$ cat config.mk
export PLATFORM = sky130hd
export DESIGN_NAME = ex_stage
export DESIGN_NICKNAME = d
export VERILOG_FILES = /design/src/rtl/ex_stage.sv
export SDC_FILE = /design/constraint.sdc
export NUM_CORES = 1
export LEC_CHECK = 0
export CORE_MARGIN = 1
export CORE_UTILIZATION = 50
export DETAILED_ROUTE_END_ITERATION = 6
export GPL_TIMING_DRIVEN = 0
export HOLD_SLACK_MARGIN = 0.03
export PLACE_DENSITY = 0.79
export SYNTH_ARGS = -nofsm -noshare
export SYNTH_HDL_FRONTEND = slang
export SYNTH_SLANG_ARGS = --single-unit
$ cat constraint.sdc
create_clock -name clk -period 5.8 [get_ports clk]
set_input_delay 0.87 -clock clk [delete_from_list [all_inputs] [get_ports clk]]
set_output_delay 0.87 -clock clk [all_outputs]
set_load 0.03 [all_outputs]
$ cat src/rtl/ex_stage.sv
// Execute stage: ALU control decode, ALU, branch target and write-register select,
// followed by the EX/MEM pipeline register. pc_src is formed from registered values only.
module ex_stage (
    input  logic        clk,
    input  logic        rst,
    input  logic        reg_write_in,
    input  logic        mem_to_reg_in,
    input  logic        branch_in,
    input  logic        mem_read_in,
    input  logic        mem_write_in,
    input  logic        reg_dst,
    input  logic [2:0]  alu_op,
    input  logic        alu_src,
    input  logic [31:0] pc_plus4,
    input  logic [31:0] data1,
    input  logic [31:0] data2,
    input  logic [31:0] imm,
    input  logic [4:0]  rt,
    input  logic [4:0]  rd,
    output logic        reg_write_out,
    output logic        mem_to_reg_out,
    output logic        branch_out,
    output logic        mem_read_out,
    output logic        mem_write_out,
    output logic [31:0] branch_pc,
    output logic        zero_out,
    output logic [31:0] alu_result,
    output logic [31:0] store_data,
    output logic [4:0]  write_reg,
    output logic        pc_src
);

    localparam logic [2:0] ALU_AND = 3'b000;
    localparam logic [2:0] ALU_OR  = 3'b001;
    localparam logic [2:0] ALU_ADD = 3'b010;
    localparam logic [2:0] ALU_SLL = 3'b011;
    localparam logic [2:0] ALU_SRL = 3'b100;
    localparam logic [2:0] ALU_NOR = 3'b101;
    localparam logic [2:0] ALU_SUB = 3'b110;
    localparam logic [2:0] ALU_SLT = 3'b111;

    logic [5:0]  funct;
    logic [4:0]  shamt;
    logic [2:0]  alu_ctrl;
    logic [31:0] alu_b;
    logic [31:0] alu_y;
    logic        alu_zero;
    logic [31:0] target;
    logic [4:0]  dest;

    assign funct = imm[5:0];
    assign shamt = imm[10:6];
    assign alu_b = alu_src ? imm : data2;

    always_comb begin
        alu_ctrl = ALU_ADD;
        case (alu_op)
            3'b000: alu_ctrl = ALU_ADD;
            3'b001: alu_ctrl = ALU_SUB;
            3'b010: begin
                case (funct)
                    6'b100000: alu_ctrl = ALU_ADD;
                    6'b100010: alu_ctrl = ALU_SUB;
                    6'b100100: alu_ctrl = ALU_AND;
                    6'b100101: alu_ctrl = ALU_OR;
                    6'b100111: alu_ctrl = ALU_NOR;
                    6'b101010: alu_ctrl = ALU_SLT;
                    6'b000000: alu_ctrl = ALU_SLL;
                    6'b000010: alu_ctrl = ALU_SRL;
                    default:   alu_ctrl = ALU_ADD;
                endcase
            end
            3'b011:  alu_ctrl = ALU_AND;
            3'b100:  alu_ctrl = ALU_OR;
            3'b101:  alu_ctrl = ALU_SLT;
            default: alu_ctrl = ALU_ADD;
        endcase
    end

    always_comb begin
        alu_y = 32'd0;
        case (alu_ctrl)
            ALU_AND: alu_y = data1 & alu_b;
            ALU_OR:  alu_y = data1 | alu_b;
            ALU_ADD: alu_y = data1 + alu_b;
            ALU_SLL: alu_y = alu_b << shamt;
            ALU_SRL: alu_y = alu_b >> shamt;
            ALU_NOR: alu_y = ~(data1 | alu_b);
            ALU_SUB: alu_y = data1 - alu_b;
            ALU_SLT: alu_y = {31'd0, $signed(data1) < $signed(alu_b)};
            default: alu_y = 32'd0;
        endcase
    end

    assign alu_zero = (alu_y == 32'd0);
    assign target   = pc_plus4 + {imm[29:0], 2'b00};
    assign dest     = reg_dst ? rd : rt;

    // No enable: the register loads every cycle, reset discards the in-flight instruction.
    always_ff @(posedge clk) begin
        if (rst) begin
            reg_write_out  <= 1'b0;
            mem_to_reg_out <= 1'b0;
            branch_out     <= 1'b0;
            mem_read_out   <= 1'b0;
            mem_write_out  <= 1'b0;
            branch_pc      <= 32'd0;
            zero_out       <= 1'b0;
            alu_result     <= 32'd0;
            store_data     <= 32'd0;
            write_reg      <= 5'd0;
        end else begin
            reg_write_out  <= reg_write_in;
            mem_to_reg_out <= mem_to_reg_in;
            branch_out     <= branch_in;
            mem_read_out   <= mem_read_in;
            mem_write_out  <= mem_write_in;
            branch_pc      <= target;
            zero_out       <= alu_zero;
            alu_result     <= alu_y;
            store_data     <= data2;
            write_reg      <= dest;
        end
    end

    assign pc_src = branch_out & zero_out;

endmodule

==> flow_summary_export.csv <==
group,metric,value,unit
synth,synth_edf_count,0,
placed_design,io_buffers,255,
setup_path,cp.required,6.12,ns
synth,synth_ff_type,"dfxtp_1",
route,route.detailed.drc,8,
clock_tree,numCtsBuffers,9,
global_route,grt_max_degree,20,
global_route,antenna_found_initial,1,
synth,synth_top_area_share,14.0,%
finish,drive_above_1_share,12.2,%
clock_tree,root_buffer,"clkbuf_16",
route,drtIter0Drc,2924,
route,vias_per_cell,7.07,
synth,synthTopCellsByCount,"nor2_1 (205), nand2_1 (156), a21oi_1 (149)",
synth,yosysMostFrequentCell,"nor2_1",
power_and_ir_drop,peakVddDrop,0.148,mV
run,drv_cap,0,
setup_path,cp-start-kind,"input pin",
synth,ys_top_cells_by_area,"dfxtp_1 (14%), ha_1 (11%), mux4_2 (8.4%), mux2i_1 (6.5%), nor2_1 (5.0%)",
synth,synth_warnings,0,
synth,yosys_register_bits,107,
floorplanning,ios,258,
setup_path,worstSetupPathType,"in -> reg",
route,dr.pass1.iters,7,
timing,setup-tns-final,-0.0811,ns
placed_design,dpl_cell_area,0.0183,mm2
global_route,grt_use_total,47.6,%
timing,tightest_slew,1.23,ns
clock_tree,cts_buffer_depth,2,
floorplanning,coreArea,0.0299,mm2
finish,area_growth,25.8,%
worst_hold_path,hold_path_class,"in -> reg",
run_status,status,"complete, but fails checks",
run_status,violations,"design-rule violations, negative setup slack",
timing,finalSetupViolCount,1,
global_route,use_met2,67.1,%
power_and_ir_drop,total_power,3.77,mW
power_and_ir_drop,leakagePower,7.89,nW
synth,syn_inst,1965,
setup_path,cp-end-kind,"flip-flop",
synth,avgSynthCellArea,7.78,um2
timing,min_period,5.88,ns
route,ant_nets,0,
power_and_ir_drop,powerDensity,196,mW/mm2
timing,fin_ws,-0.0811,ns
placed_design,gp_congestion,1.09,
global_route,grt_pass1_vias,17100,
floorplanning,dieArea,0.0313,mm2
global_route,grt_pass1_wl,110,mm
synth,synth_top_area_cell,"dfxtp_1",
timing,finalHoldViolCount,0,
global_route,grt_overflow,0,
floorplanning,fp.dieH,177,um
clock_tree,clk_pin_slew,0.09,ns
synth,ys_types,98,
finish,top_regs,"alu_result: 32 flops, branch_pc: 32 flops, store_data: 32 flops",
setup_path,crit_start,"imm[6]",
worst_hold_path,min_from,"reg_dst",
global_route,met3_usage,15.7,%
setup_path,path_max_fanout,10,
timing,maxSlewViolCount,0,
setup_path,cp_data_arrival_time,6.20,ns
floorplanning,rows,63,
timing,finalHoldWorstSlack,0.941,ns
timing,finalCritPeriodShare,101,%
clock_tree,cts.sinks,107,
route,wire_per_inst,28.8,um
synth,syn_nets,2250,
synth,async_reset_ff_share,0,%
finish,n_fill_cell,2589,
finish,finalNonFillerCells,2628,
timing,slew_headroom,16.1,%
route,finalWirelength,75.7,mm
global_route,busiest_layer,"met2",
synth,syn_area,0.0153,mm2
route,vias,18600,
clock_tree,cts_tree,"yes",
clock_tree,htree_levels,3,
global_route,gr-usage-met1,64.1,%
synth,ys_seq_area_share,14.0,%
floorplanning,die_w,177,um
timing,fmax,0.170,GHz
placed_design,post-place-cells,2610,
worst_hold_path,hold_depth,3,
floorplanning,initial_core_util,51.1,%
finish,layout.nets,2515,
finish,design_area,0.0192,mm2
placed_design,dpl.hpwl,59.9,mm
per-layer routing:
| metal | share of wire (%) | vias to the layer above |
|---|---|---|
| met5 | 0.11 | - |
| met2 | 40 | 1649 |
| li1 | - | 7821 |
| met1 | 39 | 8793 |
| met3 | 14 | 302 |
| met4 | 5.8 | 3 |
cells by family (layout without fill, tap and decap cells):
group | Yosys count | in the layout | share of synthesized area, %
flip-flops | 107 | 107 | 14.0
AND/OR/NAND/NOR | 652 | 652 | 21.0
buffers and inverters | 244 | 514 | 6.73
multiplexers | 197 | 197 | 17.9
adder cells (fa/ha/maj) | 135 | 135 | 11.2
XOR/XNOR | 54 | 54 | 3.10
AO/OA/AOI/OAI | 576 | 576 | 26.0
other | 0 | 3 | 0
where the power goes:
part           switching, mW  internal, mW  total (mW)
Sequential            0.0209         0.813       0.834
Clock                  0.333         0.345       0.678
Combinational           1.40         0.865        2.26
critical path: stages:
cell and delay, ns:
clkdlybuf4s50_1 0.53, buf_6 0.19, buf_6 0.24, buf_6 0.25
buf_2 0.41, mux2i_1 0.38, mux2i_1 0.29, a32oi_1 0.26
o21ai_1 0.21, and3_1 0.27, nor4_2 0.43, o211ai_1 0.25
a2111oi_2 0.53, nand4_1 0.32, and4b_2 0.44, nand4_1 0.14
nor2_1 0.17
what timing repair did:
item / in CTS / in global routing
setup endpoints to repair: 30 / 8
pin swaps: 4 / 6
setup buffers: 8 / 3
hold buffers: 0 / 0
resized for setup: 103 / 36
layout make-up:
class	count	area (um2)	share of cell area [%]
Clock buffer	10	229	1.19
Clock inverter	6	83.8	0.436
Multi-Input combinational cell	1614	12500	65.1
Buffer	119	697	3.62
Sequential cell	107	2140	11.1
Antenna cell	3	7.51	0.0390
Timing Repair Buffer	266	2640	13.7
Inverter	113	424	2.21
Tap cell	390	488	2.54
placed cells by master, fill, tap and decap left out, types with 11 or more instances in the layout:
cell type	n
and3_1	18
a221oi_1	12
a21o_1	31
xor2_1	16
a31oi_1	24
nor3_1	36
clkbuf_16	12
nand3_1	23
o21bai_1	11
xnor2_1	38
nand2b_1	32
inv_1	110
a211oi_1	26
mux4_2	57
o22ai_1	28
mux2_2	41
buf_2	23
buf_4	21
buf_1	16
clkdlybuf4s50_1	254
ha_1	126
nand2_1	156
nor2_1	204
nor4_1	14
o21ai_0	73
dfxtp_1	107
nor2b_1	76
a21oi_1	144
clkbuf_1	47
o211ai_1	23
and2_1	11
or3_1	12
a22oi_1	16
mux2i_1	87
o21a_1	12
worst paths after layout:
path                       end  slack (ns)
setup / recovery      zero_out       -0.08
hold / removal    write_reg[1]        0.94
per-stage QoR:
step | util [%] | setup slack, ns
final | 64.4 | -0.0811
after global routing | 64.3 | -0.0353
after CTS | 64.0 | 0.00306
after detailed placement | 61.3 | -2.80
after global placement | 61.3 | -2.88
after floorplan | - | 0.00846
Note: power is estimated with default switching activity, not from simulation.
